**src/rtl/serial_frame_rx.sv**
```systemverilog
// Serial frame receiver: start bit, WIDTH data bits LSB first, optional even parity, stop bit.
// Assembled words are offered on a valid/ready holding register with parity status and error pulses.
module serial_frame_rx #(
  parameter int WIDTH     = 8,
  parameter bit PARITY_EN = 1'b1
) (
  input  logic             clk,
  input  logic             Reset_n,
  input  logic             Din,
  input  logic             Din_valid,
  output logic [WIDTH-1:0] Dout_data,
  output logic             Dout_valid,
  input  logic             Dout_ready,
  output logic             Dout_perr,
  output logic             frame_err,
  output logic             overrun,
  output logic             busy
);

  localparam int CW = (WIDTH > 1) ? $clog2(WIDTH) : 1;
  localparam logic [CW-1:0] LAST_BIT = CW'(WIDTH - 1);

  typedef enum logic [1:0] {
    IDLE,
    DATA,
    PARITY,
    STOP
  } state_t;

  state_t           state;
  state_t           state_next;
  logic [CW-1:0]    cnt;
  logic [WIDTH-1:0] shreg;
  logic             perr_pending;

  logic stop_event;
  logic hold_free;
  logic load_word;
  logic drop_word;
  logic bad_stop;

  always_ff @(posedge clk) begin
    if (!Reset_n) begin
      state <= IDLE;
    end else begin
      state <= state_next;
    end
  end

  // The frame only advances on qualified bits; gaps simply freeze the FSM.
  always_comb begin
    state_next = state;
    if (Din_valid) begin
      case (state)
        IDLE:    if (Din) state_next = DATA;
        DATA:    if (cnt == LAST_BIT) state_next = PARITY_EN ? PARITY : STOP;
        PARITY:  state_next = STOP;
        STOP:    state_next = IDLE;
        default: state_next = IDLE;
      endcase
    end
  end

  always_ff @(posedge clk) begin
    if (!Reset_n) begin
      cnt          <= '0;
      shreg        <= '0;
      perr_pending <= 1'b0;
    end else if (Din_valid) begin
      case (state)
        IDLE: begin
          if (Din) begin
            cnt          <= '0;
            perr_pending <= 1'b0;
          end
        end
        DATA: begin
          shreg[cnt] <= Din;
          cnt        <= cnt + CW'(1);
        end
        PARITY: perr_pending <= (^shreg) ^ Din;
        default: ;
      endcase
    end
  end

  // A register being drained on this edge counts as free, so back-to-back words see no bubble.
  always_comb begin
    stop_event = Din_valid && (state == STOP);
    hold_free  = !Dout_valid || Dout_ready;
    load_word  = stop_event && !Din && hold_free;
    drop_word  = stop_event && !Din && !hold_free;
    bad_stop   = stop_event && Din;
  end

  always_ff @(posedge clk) begin
    if (!Reset_n) begin
      Dout_data  <= '0;
      Dout_valid <= 1'b0;
      Dout_perr  <= 1'b0;
      frame_err  <= 1'b0;
      overrun    <= 1'b0;
    end else begin
      frame_err <= bad_stop;
      overrun   <= drop_word;
      if (load_word) begin
        Dout_data  <= shreg;
        Dout_valid <= 1'b1;
        Dout_perr  <= PARITY_EN ? perr_pending : 1'b0;
      end else if (Dout_valid && Dout_ready) begin
        Dout_valid <= 1'b0;
      end
    end
  end

  assign busy = (state != IDLE);

endmodule

```
**config.mk**
```make
export PLATFORM = sky130hd
export DESIGN_NAME = serial_frame_rx
export DESIGN_NICKNAME = d
export VERILOG_FILES = /design/src/rtl/serial_frame_rx.sv
export SDC_FILE = /design/constraint.sdc
export NUM_CORES = 1
export LEC_CHECK = 0
export ABC_AREA = 1
export ABC_CLOCK_PERIOD_IN_PS = 1650
export CORE_MARGIN = 3
export CORE_UTILIZATION = 52
export CTS_CLUSTER_SIZE = 30
export DETAILED_ROUTE_END_ITERATION = 16
export GPL_ROUTABILITY_DRIVEN = 0
export HOLD_SLACK_MARGIN = 0.05
export PLACE_DENSITY = 0.76
export SLEW_MARGIN = 20
export SYNTH_ARGS = -nofsm -noshare
export SYNTH_HDL_FRONTEND = slang
export SYNTH_SLANG_ARGS = --single-unit
```
**constraint.sdc**
```tcl
create_clock -name clk -period 1.65 [get_ports clk]
set_input_delay 0.33 -clock clk [delete_from_list [all_inputs] [get_ports clk]]
set_output_delay 0.33 -clock clk [all_outputs]
set_load 0.02 [all_outputs]
```
* Yosys cells after proc, flatten, opt, wreduce, memory -nomap -nowiden
Cells that the tools add are included.
** Word-level totals
- Flip-flop bits (word level) :: 26
- Bits of input ports :: 5
- Output and inout port bits :: 13
- Logic and storage cells :: 52
** Operators by class
- Add/sub/neg operators :: 1
- Order comparisons :: 2
- Equal/unequal tests :: 6
- Multiplexer cells :: 12
- Bitwise logic cells :: 1
- Reductions and logical operators :: 21
** Operators with widths (number)
- $reduce_and A3 Y1 :: 3
- $bwmux W8 :: 1
- $pmux W2 S4 :: 1
- $reduce_bool A2 Y1 :: 4
- $reduce_xor A8 Y1 :: 1
- $logic_and A1 B1 Y1 :: 7
- $pmux W3 S2 :: 1
- $eq A2 B2 Y1 const B :: 2
- $lt A3 B4 Y1 const B :: 1
- $mux W1 :: 4
- $mux W2 :: 2
- $ne A2 B2 Y1 const B :: 2
- $add A3 B1 Y3 const B :: 1
- $demux W1 S3 :: 1
- $eq A3 B3 Y1 const B :: 1
- $ge A3 B1 Y1 const B :: 1
- $logic_not A1 Y1 :: 3
- $mux W3 :: 1
- $eq A2 B1 Y1 const B :: 1
- $logic_not A2 Y1 :: 1
- $pmux W1 S2 :: 1
- $reduce_and A2 Y1 :: 1
- $logic_or A1 B1 Y1 :: 1
- $xor A1 B1 Y1 :: 1

* Longest topological paths before layout
Gate-level depths: netlist (run 1).
- Depth after elaboration :: 5
- Depth in mapped cells :: 10
- Depth with buffers taken out :: 10

* Worst setup path after synthesis (run 1)
No wires, ideal clock.
- Path kind :: register to register
- From :: register state[1]
- To :: register shreg[7]
- Setup time :: 119 ps
- Arrival time :: 1219 ps
- Required time :: 1531 ps
- Path slack :: 312 ps
- Cell stages (with the launch flop) :: 8
- Buffers on the path :: 0
- Clock period less this slack :: 1338 ps
- Cells stage by stage :: dfxtp_1 -> inv_1 -> ha_1 -> inv_2 -> nor3_4 -> nand2_1 -> o21ai_0 -> a21oi_1
** On the way
- Word-level cells in the longest chain between the ends :: 2
** RTL lines
- start, declared :: RTL line 30 : state_t state;
- start signal, assigned :: RTL line 46 : state <= state_next;
- $eq A2 B1 Y1 :: RTL line 70 : case (state)
- $reduce_and A2 Y1 (no line)
- end signal, assigned by index :: RTL line 78 : shreg[cnt] <= Din;
- end, declared :: RTL line 33 : logic [WIDTH-1:0] shreg;
No other way between the ends.
A chain may end at the register's enable or synchronous reset.

* Worst setup path in the final report (run 1)
- From :: register Dout_valid
- To :: output Dout_valid
** RTL lines
- start, declared :: RTL line 12 : output logic Dout_valid,
- start signal, assigned :: RTL line 99 : Dout_valid <= 1'b0;
- start signal, assigned :: RTL line 108 : Dout_valid <= 1'b1;
- start signal, assigned :: RTL line 111 : Dout_valid <= 1'b0;
No word-level cell between the ends.

==> results of run 1 <==
## power groups by stage
stage / registers [W] / logic, W / clock network (W)
2_1_floorplan: 0.000689 / 0.000155 / 0
3_3_place_gp: 0.000687 / 0.000233 / 0
3_5_place_dp: 0.000688 / 0.000242 / 0
4_1_cts: 0.000674 / 0.000242 / 0.000328
5_1_grt: 0.000678 / 0.000277 / 0.000352
6_report: 0.000674 / 0.000239 / 0.000316
## per-stage QoR
stage / utilization / cells / hold WS, ns / area, sq um / setup slack (ns)
finish: 0.686 / 211 / 0.485 / 1530 / 0.0570
global route: 0.686 / 211 / 0.514 / 1530 / 0.00541
detailed placement: 0.663 / 207 / 0.464 / 1480 / -0.0560
floorplan: - / 158 / 0.441 / 1250 / 0.312
CTS: 0.680 / 211 / 0.484 / 1520 / 0.00908
global placement: 0.663 / 207 / 0.456 / 1480 / 0.00987
## layer usage
metal | vias to the layer above | global-route usage | part of all wire
met5 | - | 0 | 0
met4 | 0 | 0.0486 | 0.0069
met3 | 2 | 0.0241 | 0.041
met2 | 20 | 0.364 | 0.52
met1 | 488 | 0.219 | 0.43
li1 | 577 | - | -
## cells in the final DEF (no fill, tap or decap), types with 2 or more instances in the layout
| master | instances |
|---|---|
| inv_1 | 19 |
| xnor2_1 | 3 |
| clkbuf_4 | 3 |
| dfxtp_1 | 26 |
| buf_4 | 7 |
| inv_2 | 4 |
| nor2_1 | 18 |
| o21ai_2 | 2 |
| a211oi_1 | 3 |
| o21ai_1 | 3 |
| nand3_1 | 3 |
| o21ai_0 | 12 |
| nand2_1 | 23 |
| dlymetal6s2s_1 | 6 |
| ha_1 | 6 |
| clkdlybuf4s50_1 | 9 |
| a311oi_1 | 6 |
| a21oi_1 | 16 |
## synthesized netlist by cell type
| library cell | n | area [sq um] |
|---|---|---|
| a21oi_2 | 1 | 8.76 |
| nand2_1 | 23 | 86.3 |
| a311oi_1 | 6 | 52.6 |
| xor2_1 | 1 | 8.76 |
| nor2_1 | 19 | 71.3 |
| xnor2_1 | 3 | 26.3 |
| inv_2 | 4 | 15.0 |
| buf_1 | 1 | 3.75 |
| clkbuf_1 | 1 | 3.75 |
| a21oi_4 | 1 | 16.3 |
| buf_8 | 1 | 15.0 |
| nor3_2 | 1 | 10.0 |
| a21oi_1 | 16 | 80.1 |
| nor3_4 | 1 | 16.3 |
| ha_1 | 7 | 87.6 |
| nand2_2 | 1 | 6.26 |
| nor4_1 | 1 | 6.26 |
| clkinv_2 | 1 | 5.00 |
| o21ai_0 | 13 | 65.1 |
| nor3_1 | 1 | 5.00 |
| a211oi_1 | 3 | 22.5 |
| o21ai_1 | 2 | 10.0 |
| o21ai_2 | 2 | 17.5 |
| inv_1 | 19 | 71.3 |
| dfxtp_1 | 26 | 521 |
| nand3_1 | 3 | 15.0 |
## area by class of cell
| cell class | instances | area, sq um |
|---|---|---|
| Tap cell | 28 | 35.0 |
| Multi-Input combinational cell | 105 | 617 |
| Clock buffer | 4 | 36.3 |
| Sequential cell | 26 | 520 |
| Inverter | 24 | 91.3 |
| Timing Repair Buffer | 24 | 231 |
| Fill cell | 200 | 702 |
## worst max path at each step
stage | start | endpoint | slack, ns | cells past startpoint
4_1_cts | Dout_perr$_SDFFE_PN0P_ | Dout_perr | 0.009 | 1
6_report | Dout_valid$_SDFFE_PN0P_ | Dout_valid | 0.06 | 1
2_1_floorplan | state[1]$_SDFFE_PN0P_ | shreg[7]$_SDFFE_PN0P_ | 0.31 | 7
3_5_place_dp | Din_valid | Dout_data[5]$_SDFFE_PN0P_ | -0.06 | 7
3_3_place_gp | Din_valid | Dout_data[5]$_SDFFE_PN0P_ | 0.01 | 7
5_1_grt | Dout_data[4]$_SDFFE_PN0P_ | Dout_data[4] | 0.005 | 1
## cell families (layout without fill, tap and decap cells)
family | after synthesis | count (layout) | share of synthesized area
simple gates | 50 | 50 | 0.174
compound gates | 44 | 44 | 0.219
buf+inv | 27 | 52 | 0.0914
flops | 26 | 26 | 0.418
fa+ha+maj | 7 | 7 | 0.0703
xor+xnor | 4 | 4 | 0.0281
## state kept, by name, summed over array words and instances (netlist names)
| signal | flops |
|---|---|
| perr_pending | 1 |
| cnt | 3 |
| state | 2 |
| Dout_perr | 1 |
| Dout_data | 8 |
| Dout_valid | 1 |
| frame_err | 1 |
| shreg | 8 |
| overrun | 1 |
==> results.md, run 1 <==
- For this run, the slowest stage of the critical path takes 0.60 ns.
- Across the run, the number of max-cap violations was 0.
- The highest net fanout along the worst path is 2.
- The top cell family by delay on the critical path is buffers and inverters.
- Across the VDD grid, the largest voltage drop is just over 0.0005 V.
- Walking the worst path, the cells encountered are clkdlybuf4s50_1.
- The path with the worst hold slack has its endpoint at perr_pending$_SDFFE_PN0P_.
- The max-slew violation total from the final report is 0.
- Overall power consumption after layout is estimated at 0.00123 W.
- Clock skew on the completed layout was measured at just under 0.004 ns.
- The starting density of the core is 0.558.
- The count of nets after finishing is a little under 200.
- The setup check on the worst reg-to-reg path leaves a slack of 0.13 ns.
- Of the cells placed in the final design, the portion with a size suffix greater than 1 is 0.142.
- The number of routed nets with antenna violations is 0.
- For the pin with the worst max-slew slack, the measured transition is around 0.36 ns.
- The smallest clock period supported by the final layout is computed as about 1.6 ns.
- Summing every instance area after synthesis gives 0.00125 sq mm.
- The cell depth of the worst min-delay path is 2.
- The wire-length estimate of the detail-placed layout is around 1900 um.
- After clock tree synthesis, the flow added hold-fix buffers numbering 0.
- Summing over every cut layer, the via total after detailed routing is 1087.
- For the final routed database, the setup TNS stands at 0 ns.
- The maximum number of pins on one net before global-route repair is 15.
- The number of endpoints with negative hold slack in the final report came to 0.
- Static timing analysis puts the maximum clock frequency at 0.628 GHz.
- The netlist uses 26 different library cells.
- The number of buffers added by the clock tree synthesis step is 3.
- Power spread over the standard cell area amounts to 802 mW/mm^2.
- The post-synth net total is 170.
- Together, buffers and inverters on the worst path number 1.
- Across every metal layer, demand over resource in global routing totals 0.190.
- After detailed routing, the average wire length per cell comes to 11.7 um.
- The area growth from synthesis to layout is 22.9%.
- In this run the most critical hold path is launched from perr_pending$_SDFFE_PN0P_.
- The sequential fraction of the synthesis area is 0.418.
- The detailed router finished its first iteration with 23 violations.
- The share of power burned in the clock network is 0.257.
- Setup repair after global routing left no endpoint under its margin.
- In this run the post-CTS setup repair buffer count came out at 0.
- The Yosys step of the flow raised 0 warnings.
- The initial antenna violation count was 0.
- Post-CTS repair changed the size of 4 cells.
- The per-cell via count in the routed design is 5.15.
- Pin placement for this block handled 18 I/O pins.
- In the finished design, the share of the clock period the worst path needs comes to 0.965.
- The number of cells on the worst reg-to-reg path is 10.
- TritonCTS built the clock tree.
- The root cell of the clock tree is clkbuf_4.
- The diode insertion count for antenna repair is 0.
- STA classifies the critical path startpoint as a flop.
- The clock transition time at the flip-flop clock pins of the worst setup and hold paths is 0.14 ns.
- From left edge to right edge, the die measures 55.0 um.
- The switching share of power is 0.282.
- Headroom to the max-slew limit came out at 0.758.
- Buffers placed on the I/O ports in this run total 17.
- For this design, the sink count on the clock tree is 26.
- STA puts the critical path data arrival time at 1.26 ns.
- The full die area is just over 0.003 sq mm.
- For this design, the slowest cell found on the critical path is clkdlybuf4s50_1.
- The number of global-route vias before repair is ~1000.
- The number of failing setup endpoints in the final timing report is 0.
- Of the total power, combinational logic draws 0.194.
- The global-route wire length before repair is roughly 4200 um.
- The core region is 0.00223 sq mm.
- Averaged over all synthesized cells, the footprint is 7.89 sq um.
- The internal portion of the total power is 0.000882 W.
- The clock reaches the later pin of the worst-skew pair after 0.31 ns.
- The required time at the worst-slack endpoint is approximately 1.3 ns.
- In this run, synthesis produced a sequential element count of 26.
- The total wire length is approximately 2500 um.
- The worst register-to-register path begins at state[1]$_SDFFE_PN0P_.
- Before antenna repair, the detailed router went through 5 iterations.
- The instance count of the mapped netlist is 158.
- The flow ran to the end, and the final reports show no timing, DRC or antenna violations.
- In this run the power spent charging and discharging nets is ~0.00035 W.
- The die is 55.0 um tall.
- The residual overflow from global routing is 0.
- In the routed design, unresolved DRC markers number 0.
- The analysis attributes to cell leakage a power of between 0.7 and 0.8 nW.
- The longest clock path from root to sink contains 2 buffers.
- The class of the tightest hold or removal check is reg2reg.
- The endpoint identified for the worst register-to-register timing path is shreg[4]$_SDFFE_PN0P_.
- The kind of end point of the critical path is an output port.
- The worst setup path is of the reg2out kind.
- Of the total power, registers draw 0.548.
- In this run the number of H-tree levels came out at 1.
- The number of cell rows is 17.
(Power assumes the default switching activity.)
==> run 2, diff against run 1 <==
--- a/config.mk
+++ b/config.mk
@@ -7,7 +7,7 @@
 export LEC_CHECK = 0
 export ABC_AREA = 1
 export ABC_CLOCK_PERIOD_IN_PS = 1650
-export CORE_MARGIN = 3
+export CORE_MARGIN = 2
 export CORE_UTILIZATION = 52
 export CTS_CLUSTER_SIZE = 30
 export DETAILED_ROUTE_END_ITERATION = 16
==> run 2 against run 1 <==
Sequential cell count unchanged; final area increased by 0.33%; sequential power about the same; first-iteration DRC count increased by 17%; global-route usage increased by 0.81 points; clock power decreased by 19%; combinational power increased by 4%; sequential share of layout area increased by 0.052 points; die area decreased by 7.1%; utilization increased by 0.22 points; register-to-register slack improved by 0.02 ns; worst hold slack got worse by 0.0081 ns.
==> results.md, run 2 (synthesis results as in run 1) <==
- The worst reg-to-reg setup slack is 0.15 ns (+0.02 ns).
- The diode insertion count for antenna repair is 0 (unchanged).
- The clock latency on the worst-skew pair is 0.31 ns (about the same).
- The clock transition time at the flip-flop clock pins of the worst setup and hold paths is 0.13 ns (about the same).
- The die width is 53.0 um (-3.6%).
- The initial antenna violation count is 0 (unchanged).
- The startpoint identified for the worst register-to-register timing path is state[1]$_SDFFE_PN0P_.
- The cell depth of the worst flop-to-flop path is 9 (-1).
- The total wire length is 2450 um (-1.1%).
- Setup repair after global routing left no endpoint under its margin.
- Traced cell by cell, the critical path runs through clkdlybuf4s50_1.
- The height of the die is 53.0 um (-3.6%).
- The maximum clock frequency is 0.629 GHz (+0.27%).
- The number of cell rows came to 17 (unchanged).
- The largest registers in the layout are Dout_data: 8 flops, shreg: 8 flops, cnt: 3 flops.
- The peak per-stage delay on the critical path is 0.60 ns (about the same).
- The number of buffers added by the clock tree synthesis step is 3 (unchanged).
- The worst max-slew margin expressed relative to the limit is 0.748 (-0.00940).
- The number of sinks on the clock net came to 26 (unchanged).
- TritonCTS built the clock tree.
- The synthesis-to-finish area growth is 23.3%.
- The class of the tightest hold or removal check is reg2reg.
- The number of global-route vias before repair came to 994 (-2.6%).
- The data arrival time at the worst-slack endpoint is 1.26 ns (about the same).
- The root cell of the clock tree is clkbuf_4.
- The starting density of the core is 0.558 (unchanged).
- The combined buffer and inverter count along the critical path is 1 (unchanged).
- The leakage power of the design is 0.716 nW (-3.6%).
- The total power after layout is 0.00118 W (-4.0%).
- The max-capacitance violation count is 0 (unchanged).
- The residual overflow from global routing is 0 (unchanged).
- The maximum number of pins on one net before global-route repair is 15 (unchanged).
- The critical path startpoint category is a flop.
- The number of routed nets with antenna violations is 0 (unchanged).
- The max-slew violation total from the final report is 0 (unchanged).
- The violation count after the first detailed-routing iteration was 27 (+17%).
- The number of I/O pins was 18 (unchanged).
- The top cell family by delay on the critical path is buffers and inverters.
- The per-cell via count in the routed design is 5.24 (+1.7%).
- The total track usage is 0.198 (+0.00810).
- The full die area is 0.00280 sq mm (-7.1%).
- The number of failing setup endpoints in the final timing report is 0 (unchanged).
- The number of endpoints with negative hold slack in the final report is 0 (unchanged).
- The HPWL after detailed placement is 1920 um (-1.1%).
- The number of detailed-route iterations in the first pass is 4 (-1).
- The termination of the worst setup path is Dout_data[4].
- The count of H-tree levels built during CTS is 1 (unchanged).
- The endpoint of the worst-slack reg-to-reg timing path is shreg[2]$_SDFFE_PN0P_.
- The maximum ir drop on the vdd rail came to 0.000510 V (+0.59%).
- The global-route wire length before repair is 4130 um (-1.8%).
- The worst-path cell with the longest stage delay is clkdlybuf4s50_1.
- The maximum number of buffers from clock root to sink is 2 (unchanged).
- The area of the core came to 0.00223 sq mm (unchanged).
- The fraction of final layout cells sized beyond drive strength 1 came to 0.152 (+0.0101).
- In this run the worst setup path begins at Dout_data[4]$_SDFFE_PN0P_.
- The cell count after placement is 207 (unchanged).
- The average wire length per cell after detail routing is 11.5 um (-1.6%).
- The detailed-route via count came to 1111 (+2.2%).
- The minimum period implied by the final worst setup slack is 1.59 ns (-0.00436 ns).
- The non-filler instance count after layout came to 212 (+0.47%).
- The kind of end point of the critical path is an output port.
- The count of nets after finishing came to 198 (+1.0%).
- The slew at the pin with the worst max-slew slack was 0.377 ns (+0.0141 ns).
- The worst clock skew on the final layout came to 0.0107 ns (+0.00682 ns).
- The run finished with clean final reports.
- Leaving out fill and tap cells, the most frequent cell in the layout is dfxtp_1.
- The cell depth of the worst setup path came to 1 (unchanged).
- The number of buffers inserted by port buffering is 17 (unchanged).
- The required time at the worst-slack endpoint is 1.32 ns (about the same).
- The DRC violations left was 0 (unchanged).
- The total power per unit cell area was 768 mW/mm^2 (-4.3%).
- The highest net fanout along the worst path came to 2 (unchanged).
- The setup path with the least slack is of type reg2out.
- The ratio of final minimum period to clock period is 0.963 (-0.00264).
- The top cell types in the final layout, fill and taps aside, are dfxtp_1 (24), nand2_1 (23), inv_1 (19), nor2_1 (19), a21oi_1 (16).
==> run 2: cell count changes in the layout (fill, tap and decap cells not counted), sizes merged <==
cell / delta
dlymetal6s2s: -2
buf: +2
dlygate4sd2: +1
clkdlybuf4s50: +1
clkbuf: -1
==> run 2: worst min path at each step <==
stage	from	endpoint	slack, ns	cells after the start
final	perr_pending$_SDFFE_PN0P_	perr_pending$_SDFFE_PN0P_	0.48	2
after global routing	perr_pending$_SDFFE_PN0P_	perr_pending$_SDFFE_PN0P_	0.52	2
after CTS	perr_pending$_SDFFE_PN0P_	perr_pending$_SDFFE_PN0P_	0.48	2
after detailed placement	perr_pending$_SDFFE_PN0P_	perr_pending$_SDFFE_PN0P_	0.46	2
after global placement	perr_pending$_SDFFE_PN0P_	perr_pending$_SDFFE_PN0P_	0.45	2
after floorplan	perr_pending$_SDFFE_PN0P_	perr_pending$_SDFFE_PN0P_	0.44	2
==> run 2: area by class of cell <==
type | instances | area (sq um)
clock buffer | 3 | 22.5
fill | 195 | 697
inverter | 24 | 91.3
multi-input combinational | 105 | 624
sequential | 26 | 523
tap | 28 | 35.0
timing repair buffer | 26 | 240
==> run 2: repair_timing <==
| action | 4_1_cts | 5_1_grt |
|---|---|---|
| hold buffers | 0 | 0 |
| resized for setup | 5 | 10 |
| setup endpoints to repair | 3 | 12 |
| pin swaps | 0 | 1 |
| setup buffers | 0 | 2 |
==> run 2: layer usage <==
layer  track usage  vias to the layer above  routed length (um)
li1              -                      582                   -
met1         0.236                      502                1090
met2         0.365                       25                1240
met3        0.0254                        2                 102
met4        0.0641                        0                   9
met5             0                        -                   0
==> run 2: metrics by stage <==
stage	util	area (sq um)	setup TNS, ns	worst slack, ns	hold slack [ns]
after CTS	0.673	1500	0	0.0227	0.478
after global placement	0.663	1480	0	0.0140	0.453
after global routing	0.688	1540	0	0.000915	0.517
after floorplan	-	1250	0	0.312	0.441
final	0.688	1540	0	0.0614	0.477
after detailed placement	0.663	1480	-0.195	-0.0638	0.459
==> run 2: power breakdown <==
part	internal [W]	switching (W)	leakage [nW]	total (W)
clock network	0.0000852	0.000172	0.0138	0.000257
logic	0.000101	0.000147	0.491	0.000248
registers	0.000654	0.0000211	0.211	0.000675
total	0.000840	0.000340	0.716	0.00118
